File: config.mk
export PLATFORM = sky130hd
export DESIGN_NAME = imem_load_arb_flat
export DESIGN_NICKNAME = d
export VERILOG_FILES = /design/src/rtl/imem_pkg.sv /design/src/rtl/imem_load_arb_if.sv /design/src/rtl/imem_fetch_chk.sv /design/src/rtl/imem_load_arb.sv /design/src/flat_wrapper.sv
export SDC_FILE = /design/constraint.sdc
export NUM_CORES = 1
export LEC_CHECK = 0
export BUFFER_PORTS_ARGS = -buffer_cell sky130_fd_sc_hd__buf_2
export CAP_MARGIN = 20
export CELL_PAD_IN_SITES_DETAIL_PLACEMENT = 1
export CELL_PAD_IN_SITES_GLOBAL_PLACEMENT = 1
export CORE_MARGIN = 2
export CORE_UTILIZATION = 19
export CTS_BUF_LIST = sky130_fd_sc_hd__clkbuf_8
export CTS_CLUSTER_SIZE = 12
export DETAILED_ROUTE_END_ITERATION = 8
export PLACE_DENSITY_LB_ADDON = 0.08
export SYNTH_ARGS = -nofsm -noshare
export SYNTH_HDL_FRONTEND = slang
export SYNTH_SLANG_ARGS = --single-unit
File: constraint.sdc
create_clock -name clk -period 3.8 [get_ports clk]
set_clock_uncertainty 0.05 [all_clocks]
set_input_delay 0.76 -clock clk [delete_from_list [all_inputs] [get_ports clk]]
set_output_delay 0.76 -clock clk [all_outputs]
set_load 0.005 [all_outputs]
File: src/rtl/imem_pkg.sv
// imem_pkg: shared FSM states, default geometry and fetch NOP for the instruction memory load arbiter.
package imem_pkg;
  typedef enum logic [1:0] {BOOT, LOAD, FLUSH, RUN} state_e;
  localparam int IMEM_DEPTH = 256;
  localparam int IMEM_WIDTH = 32;
  localparam logic [31:0] NOP = 32'h0;
endpackage

File: src/rtl/imem_load_arb_if.sv
// imem_load_arb_if: loader, fetch, memory and status signals of the load arbiter.
// IMEM_LOAD_CHECKSUM_EN adds the ld_csum session checksum output.
interface imem_load_arb_if import imem_pkg::*; #(
  parameter int DEPTH = IMEM_DEPTH,
  parameter int WIDTH = IMEM_WIDTH
);
  localparam int AW = $clog2(DEPTH);
  logic             ld_start;
  logic             ld_valid;
  logic             ld_ready;
  logic [AW-1:0]    ld_addr;
  logic [WIDTH-1:0] ld_data;
  logic             ld_done;
  logic             if_req;
  logic [31:0]      if_pc;
  logic [WIDTH-1:0] if_inst;
  logic             if_valid;
  logic             cpu_stall;
  logic             fetch_err;
  logic             mem_en;
  logic             mem_we;
  logic [AW-1:0]    mem_addr;
  logic [WIDTH-1:0] mem_wdata;
  logic [WIDTH-1:0] mem_rdata;
  logic [AW:0]      word_cnt;
`ifdef IMEM_LOAD_CHECKSUM_EN
  logic [WIDTH-1:0] ld_csum;
`endif
  modport slave (
`ifdef IMEM_LOAD_CHECKSUM_EN
    output ld_csum,
`endif
    input  ld_start, ld_valid, ld_addr, ld_data, ld_done, if_req, if_pc, mem_rdata,
    output ld_ready, if_inst, if_valid, cpu_stall, fetch_err, mem_en, mem_we, mem_addr, mem_wdata, word_cnt
  );
  modport master (
`ifdef IMEM_LOAD_CHECKSUM_EN
    input  ld_csum,
`endif
    output ld_start, ld_valid, ld_addr, ld_data, ld_done, if_req, if_pc, mem_rdata,
    input  ld_ready, if_inst, if_valid, cpu_stall, fetch_err, mem_en, mem_we, mem_addr, mem_wdata, word_cnt
  );
endinterface

File: src/rtl/imem_fetch_chk.sv
// imem_fetch_chk: word-aligned, in-range pc check and word index extraction.
module imem_fetch_chk #(
  parameter int DEPTH = 256
) (
  input  logic [31:0]              pc_i,
  output logic                     legal_o,
  output logic [$clog2(DEPTH)-1:0] idx_o
);
  assign legal_o = pc_i[1:0] == 2'b00 && pc_i[31:2] < 30'(DEPTH);
  assign idx_o   = pc_i[$clog2(DEPTH)+1:2];
endmodule

File: src/rtl/imem_load_arb.sv
// imem_load_arb: arbitrates a single-port instruction memory between a loader (LOAD) and IF fetch (RUN).
// IMEM_LOAD_CHECKSUM_EN adds an XOR checksum of the words accepted in the current session.
module imem_load_arb import imem_pkg::*; #(
  parameter int DEPTH = IMEM_DEPTH,
  parameter int WIDTH = IMEM_WIDTH
) (
  input logic            clk,
  input logic            reset,
  imem_load_arb_if.slave bus
);
  localparam int AW = $clog2(DEPTH);
  state_e        state_q, state_d;
  logic [AW:0]   cnt_q, cnt_d;
  logic          rd_q, rd_d, err_q, err_d, ferr_q, ferr_d;
  logic          legal, load, run, wr, fetch, enter_load;
  logic [AW-1:0] idx;
  imem_fetch_chk #(.DEPTH(DEPTH)) u_chk (.pc_i(bus.if_pc), .legal_o(legal), .idx_o(idx));
  always_comb begin
    state_d = state_q;
    case (state_q)
      BOOT:    state_d = bus.ld_start ? LOAD : BOOT;
      LOAD:    state_d = bus.ld_done ? RUN : LOAD;
      RUN:     state_d = bus.ld_start ? FLUSH : RUN;
      default: state_d = LOAD;
    endcase
  end
  assign load       = state_q == LOAD;
  assign run        = state_q == RUN;
  assign wr         = load & bus.ld_valid;
  assign fetch      = run & bus.if_req & legal;
  assign enter_load = state_d == LOAD && !load;
  always_comb begin
    cnt_d  = enter_load ? '0 : (wr && cnt_q != (AW+1)'(DEPTH)) ? cnt_q + 1'b1 : cnt_q;
    rd_d   = fetch;
    err_d  = run & bus.if_req & ~legal;
    ferr_d = ferr_q | err_d;
  end
  always_ff @(posedge clk or posedge reset) begin
    if (reset) begin
      state_q <= BOOT;
      cnt_q   <= '0;
      rd_q    <= 1'b0;
      err_q   <= 1'b0;
      ferr_q  <= 1'b0;
    end else begin
      state_q <= state_d;
      cnt_q   <= cnt_d;
      rd_q    <= rd_d;
      err_q   <= err_d;
      ferr_q  <= ferr_d;
    end
  end
  assign bus.ld_ready  = load;
  assign bus.cpu_stall = ~run;
  assign bus.mem_en    = wr | fetch;
  assign bus.mem_we    = wr;
  assign bus.mem_addr  = wr ? bus.ld_addr : fetch ? idx : '0;
  assign bus.mem_wdata = wr ? bus.ld_data : '0;
  // a read issued in the last RUN cycle returns during FLUSH and is dropped here
  assign bus.if_valid  = run & (rd_q | err_q);
  assign bus.if_inst   = (run & rd_q) ? bus.mem_rdata : WIDTH'(NOP);
  assign bus.fetch_err = ferr_q;
  assign bus.word_cnt  = cnt_q;
`ifdef IMEM_LOAD_CHECKSUM_EN
  logic [WIDTH-1:0] csum_q, csum_d;
  assign csum_d = enter_load ? '0 : wr ? csum_q ^ bus.ld_data : csum_q;
  always_ff @(posedge clk or posedge reset) begin
    if (reset) csum_q <= '0;
    else       csum_q <= csum_d;
  end
  assign bus.ld_csum = csum_q;
`endif
endmodule

File: src/flat_wrapper.sv
// flat-port wrapper written by rule: the top's interface ports become plain ports
module imem_load_arb_flat import imem_pkg::*;
#(
  parameter int DEPTH = IMEM_DEPTH,
  parameter int WIDTH = IMEM_WIDTH
)
  (clk, reset, bus_ld_start, bus_ld_valid, bus_ld_addr, bus_ld_data, bus_ld_done, bus_if_req, bus_if_pc, bus_mem_rdata, bus_ld_ready, bus_if_inst, bus_if_valid, bus_cpu_stall, bus_fetch_err, bus_mem_en, bus_mem_we, bus_mem_addr, bus_mem_wdata, bus_word_cnt);
  imem_load_arb_if #(.DEPTH(DEPTH), .WIDTH(WIDTH)) bus_i ();
  input logic clk;
  input logic reset;
  input wire logic [$bits(bus_i.ld_start)-1:0] bus_ld_start;
  input wire logic [$bits(bus_i.ld_valid)-1:0] bus_ld_valid;
  input wire logic [$bits(bus_i.ld_addr)-1:0] bus_ld_addr;
  input wire logic [$bits(bus_i.ld_data)-1:0] bus_ld_data;
  input wire logic [$bits(bus_i.ld_done)-1:0] bus_ld_done;
  input wire logic [$bits(bus_i.if_req)-1:0] bus_if_req;
  input wire logic [$bits(bus_i.if_pc)-1:0] bus_if_pc;
  input wire logic [$bits(bus_i.mem_rdata)-1:0] bus_mem_rdata;
  output wire logic [$bits(bus_i.ld_ready)-1:0] bus_ld_ready;
  output wire logic [$bits(bus_i.if_inst)-1:0] bus_if_inst;
  output wire logic [$bits(bus_i.if_valid)-1:0] bus_if_valid;
  output wire logic [$bits(bus_i.cpu_stall)-1:0] bus_cpu_stall;
  output wire logic [$bits(bus_i.fetch_err)-1:0] bus_fetch_err;
  output wire logic [$bits(bus_i.mem_en)-1:0] bus_mem_en;
  output wire logic [$bits(bus_i.mem_we)-1:0] bus_mem_we;
  output wire logic [$bits(bus_i.mem_addr)-1:0] bus_mem_addr;
  output wire logic [$bits(bus_i.mem_wdata)-1:0] bus_mem_wdata;
  output wire logic [$bits(bus_i.word_cnt)-1:0] bus_word_cnt;
  assign bus_i.ld_start = bus_ld_start;
  assign bus_i.ld_valid = bus_ld_valid;
  assign bus_i.ld_addr = bus_ld_addr;
  assign bus_i.ld_data = bus_ld_data;
  assign bus_i.ld_done = bus_ld_done;
  assign bus_i.if_req = bus_if_req;
  assign bus_i.if_pc = bus_if_pc;
  assign bus_i.mem_rdata = bus_mem_rdata;
  assign bus_ld_ready = bus_i.ld_ready;
  assign bus_if_inst = bus_i.if_inst;
  assign bus_if_valid = bus_i.if_valid;
  assign bus_cpu_stall = bus_i.cpu_stall;
  assign bus_fetch_err = bus_i.fetch_err;
  assign bus_mem_en = bus_i.mem_en;
  assign bus_mem_we = bus_i.mem_we;
  assign bus_mem_addr = bus_i.mem_addr;
  assign bus_mem_wdata = bus_i.mem_wdata;
  assign bus_word_cnt = bus_i.word_cnt;
  imem_load_arb #(.DEPTH(DEPTH), .WIDTH(WIDTH)) u_core (.clk(clk), .reset(reset), .bus(bus_i));
endmodule
=== Yosys cells after proc, flatten, opt, wreduce, memory -nomap -nowiden ===
Index checks and enable logic that the tools add are counted.

* Add/subtract/negate cells: 1
* Multipliers: 0
* Divide/modulo/power cells: 0
* Order comparisons: 1
* Eq/ne operators: 4
* Shift-type cells: 0
* Mux-type cells: 10
* Bitwise logic cells: 11
* Reduce and logical (&&, ||, !) cells: 7

{| class="wikitable"
|+ Operator list
! kind !! number
|-
| 2-to-1 mux 32 bit || 2
|-
| < comparator 30 x 9 -> 1 bit (second input constant) || 1
|-
| 2-to-1 mux 9 bit || 2
|-
| 2-to-1 mux 8 bit || 2
|-
| adder 9 x 1 -> 9 bit (second input constant) || 1
|-
| inequality test 9 bit (second input constant) || 1
|-
| AND 1 bit || 6
|-
| one-hot mux 2 bit (3 select lines) || 1
|-
| equality test 2 x 1 -> 1 bit (second input constant) || 2
|-
| logical NOT 2 bit || 2
|-
| logical AND 1 bit || 3
|-
| bitwise OR 1 bit || 3
|-
| equality test 2 bit (second input constant) || 1
|-
| 2-to-1 mux 1 bit || 2
|-
| 2-to-1 mux 2 bit || 1
|-
| inverter 1 bit || 2
|-
| nonzero test 2 bit || 1
|-
| logical NOT 1 bit || 1
|}

* Bits in registers: 14
* Bits in latches: 0
* Bits in writable memories: 0
* ROM bits: 0
* Bits of input ports: 110
* Output and inout bits: 87
* Logic and storage cells: 39
* Memories kept: 0

=== Longest topological paths before layout ===
* Depth in word-level cells: 5
* Gate-level depth with buffers: 6
* Gate-level depth less buffers: 6

=== Hierarchy ===
A second synthesis with hierarchy kept.

* Cell total of the unflattened synthesis: 172
* Area, all modules: 1375.1 sq um

{| class="wikitable"
|+ By module, submodules not included
! module !! times used !! cells each !! area each (sq um) !! sequential area each (sq um)
|-
| imem_load_arb || 1 || 155 || 1257.5 || 350.3
|-
| imem_fetch_chk || 1 || 17 || 117.6 || 0.0
|}

=== Worst setup path before layout ===
OpenSTA, ideal clock, no wires.

* Kind: input -> output
* Start point: in bus_if_pc[20]
* End point: out bus_mem_addr[0]
* Arrival time: 1.723 ns
* Data required time: 2.990 ns
* Path slack: 1.267 ns
* Stages on the path: 4
* Path buffers: 0
* Path through: nor4_1 > nand4_1 > nor3_4 > a22o_1

* Longest elaborated chain between the ends: 5

{| class="wikitable"
|+ Ends and longest elaborated chain
! element !! RTL line !! source
|-
| from (decl) || flat_wrapper.sv:17 || <nowiki>input wire logic [$bits(bus_i.if_pc)-1:0] bus_if_pc;</nowiki>
|-
| < comparator 30 x 9 -> 1 bit || imem_fetch_chk.sv:9 || <nowiki>assign legal_o = pc_i[1:0] == 2'b00 && pc_i[31:2] < 30'(DEPTH);</nowiki>
|-
| logical AND 1 bit || imem_fetch_chk.sv:9 ||
|-
| AND 1 bit || imem_load_arb.sv:30 || <nowiki>assign fetch = run & bus.if_req & legal;</nowiki>
|-
| net u_core.fetch || imem_load_arb.sv:15 || <nowiki>logic legal, load, run, wr, fetch, enter_load;</nowiki>
|-
| 2-to-1 mux 8 bit (2 in series) || imem_load_arb.sv:57 || <nowiki>assign bus.mem_addr = wr ? bus.ld_addr : fetch ? idx : '0;</nowiki>
|-
| to (decl) || flat_wrapper.sv:26 || <nowiki>output wire logic [$bits(bus_i.mem_addr)-1:0] bus_mem_addr;</nowiki>
|}

The timed path passes the listed nets, and every way through them passes these cells.

=== Final worst setup path ===
* Start point: in bus_if_pc[15]
* End point: out bus_mem_addr[0]

Same word-level chain as after synthesis.

==> flow_summary.toml <==
[run_status]
outcome = "complete, no violations"

[finish]
area_growth_pct = 83.3
finalNonFillerCells = 431
final.fill_count = 887
nets = 465
drive_gt1_share_pct = 59.0
n_antenna_cell = 0

[synth]
seq_area_frac_synth_pct = 26.8
synth.mux.area_fraction_pct = 3.07
netlist_instances = 160
synth_xor_area_share_pct = 2.68
syn_avg_cell_area_sq_um = 8.16
synth_top_family_by_area = "simple AND/OR/NAND/NOR gates"
ys_warn_count = 0
yosysUniqueCellTypes = 32
synth_edf_count = 0
mappedNetlistNets = 272
synth_compound_area_share_pct = 8.92
netlist_top_cells_area = "and2_1, dfrtp_1, a22o_1, nor2_1, mux2i_1"
async_flop_share_pct = 100
synth_area_leader_cell = "and2_1"
synth-seq-cells = 14
synth_area_sq_mm = 0.00131
ys.flop_type = "dfrtp_1"
synthSimpleGateAreaFrac_pct = 51.9
synth_top_area_share_pct = 30.7
synth_adder_area_share_pct = 1.92

[grt]
grt_max_degree = 46
antenna_found_initial = 0
grt-ovfl-total = 0
grt.total_usage_pct = 13.4
grt_pass1_wl_mm = 8.20
grt_pass1_vias = 1861

[clock_tree]
cts_sinks = 14
cts.htree.levels = 1
postCtsSetupBuffers = 0
cts_inserted_buffers = 3
insertion_delay_ns = 0.24
cts_max_path_buffers = 2
ctsHoldBuffers = 0
path_clk_slew_ns = 0.05
cts_tree = "built"
post_cts_resized = 0
root_buffer = "clkbuf_8"

[timing]
final-setup-viol-count = 0
rsz0062_at_grt = "false"
timing.final.ws_setup_ns = 0.877
min_period_over_period_pct = 76.9
period_needed_ns = 2.92
tns_ns = 0
final-max-slew-violation-count = 0
tightest_slew_ns = 0.737
slew_headroom_pct = 50.9
fmax_mhz = 342
hold_viol_final = 0

[routing]
drt_pass1_iterations = 4
drt_iter0_drc = 34
wirelength_mm = 5.48
avgViaCountPerCell = 4.28
vias = 1845
post_drt_wl_per_cell_um = 12.7
drc_errors = 0
ant_nets = 0

[place]
pre_cts_slack_ns = 0.845
dp.cells = 428
globalplace.congestion = 0.721
dp_hpwl_mm = 4.78
portBuffers = 196

[power_and_ir_drop]
net-switching-power_mw = 0.247
switching_share_pct = 36.7
seqPwrFrac_pct = 30.9
leakage_nw = 1.50
ir_drop_v = 0.000101
p_clk_share_pct = 17.6
power_density_mw_per_mm2 = 281
combPwrFrac_pct = 51.5
power.internal_mw = 0.426

[critical_path]
end_kind = "primary output"
critPathMaxStageDelay_ns = 0.43
path_cells = "buf_2 -> nor4_1 -> nand4_1 -> nor3_4 -> a22o_1 -> buf_2"
start_kind = "input pin"
crit_arrival_ns = 2.11
slowest_stage = "nor3_4"
r2r_slack_ns = 1.91
critical_path_required_ns = 2.99
cp_max_fo = 10
crit_type = "in -> out"
crit_path_frequent_cell = "buf_2"

[die]
die_h_um = 86.9
die_width_um = 86.9
row_count = 30
io_pins = 197
dieArea_sq_mm = 0.00755
initial_utilization_pct = 19.4
core_area_sq_mm = 0.00672

[hold_path]
hold_path_class = "reg -> reg"

[job]
maxCapViolCount = 0
==> power by group through the flow <==
| stage | Combinational, mW | Clock, mW | Sequential, mW |
|---|---|---|---|
| floorplan | 0.195 | 0 | 0.194 |
| global placement | 0.356 | 0 | 0.212 |
| detailed placement | 0.357 | 0 | 0.211 |
| CTS | 0.358 | 0.122 | 0.209 |
| global route | 0.392 | 0.132 | 0.216 |
| finish | 0.346 | 0.118 | 0.208 |
==> metal layers <==
| layer | global-route usage (%) | part of all wire [%] |
|---|---|---|
| met5 | 0 | 0 |
| met4 | 3.69 | 1.0 |
| met3 | 3.51 | 11 |
| met2 | 25.0 | 52 |
| met1 | 14.8 | 36 |
==> final timing paths <==
kind / startpoint / end / cells past startpoint
worst max-delay path: bus_if_pc[15] / bus_mem_addr[0] / 6
min in group asynchronous: reset / u_core.state_q[0]$_DFF_PP0_ / 2
worst min-delay path: u_core.bus.fetch_err$_DFF_PP0_ / u_core.bus.fetch_err$_DFF_PP0_ / 1
worst max register to register: u_core.state_q[0]$_DFF_PP0_ / u_core.bus.word_cnt[8]$_DFFE_PP0P_ / 5
max in group asynchronous: reset / u_core.bus.word_cnt[2]$_DFFE_PP0P_ / 2
worst min register to register: u_core.bus.fetch_err$_DFF_PP0_ / u_core.bus.fetch_err$_DFF_PP0_ / 1
==> kinds of logic after synthesis <==
kind of cell | after synthesis
adders and majority gates | 2
DFF | 14
muxes | 4
xor gates and xnor gates | 4
buffers and inverters | 14
and+or+nand+nor | 109
AOI/OAI and AO/OA | 13
==> sequential cells by signal (all words and copies together) (netlist names) <==
name / count
u_core.bus.word_cnt: 9
u_core.state_q: 2
u_core.bus.fetch_err: 1
u_core.err_q: 1
u_core.rd_q: 1
==> placed cells by master, fill, tap and decap left out, types with 3 or more instances in the layout <==
| cell | count |
|---|---|
| mux2i_1 | 4 |
| nand3_1 | 3 |
| inv_1 | 5 |
| a22o_1 | 8 |
| nor4_1 | 6 |
| and2_1 | 64 |
| nand4_1 | 4 |
| xnor2_1 | 3 |
| nor2_1 | 12 |
| nand2_1 | 5 |
| buf_2 | 196 |
| nor3_1 | 3 |
| dfrtp_1 | 14 |
| clkbuf_8 | 3 |
==> cells in the mapped netlist (2+ instances only) <==
master and number:
nor2_1 12, and2_1 64, nor4_1 6, nand4_1 4, nand3_1 3, or2_2 2, ha_1 2, clkbuf_1 7
xnor2_1 3, inv_1 5, a22o_1 8, nand2_1 5, and3_1 2, dfrtp_1 14, nor3_1 3, mux2i_1 4
==> metrics by stage <==
step	area [sq um]	util [%]	power [mW]	hold WS (ns)
final	2390	35.6	0.672	0.419
after CTS	2390	35.6	0.690	0.426
after floorplan	1310	-	0.389	0.418
after global placement	2350	35.0	0.568	0.410
after detailed placement	2350	35.0	0.569	0.414
after global routing	2390	35.6	0.740	0.440
==> critical path, delay by kind of cell <==
kind | cells | cell delay (ns)
and+or+nand+nor | 3 | 0.95
AOI/OAI and AO/OA | 1 | 0.19
buffers and inverters | 2 | 0.21
==> final cells by class <==
class	instances	area, sq um	area share, %
multi-input cells	132	893	37.3
well taps	80	100	4.18
flip-flops and latches	14	350	14.6
inverters	5	18.8	0.785
repair buffers	197	988	41.3
clock buffers	3	41.3	1.73
Power figures use the tool's default switching activity.
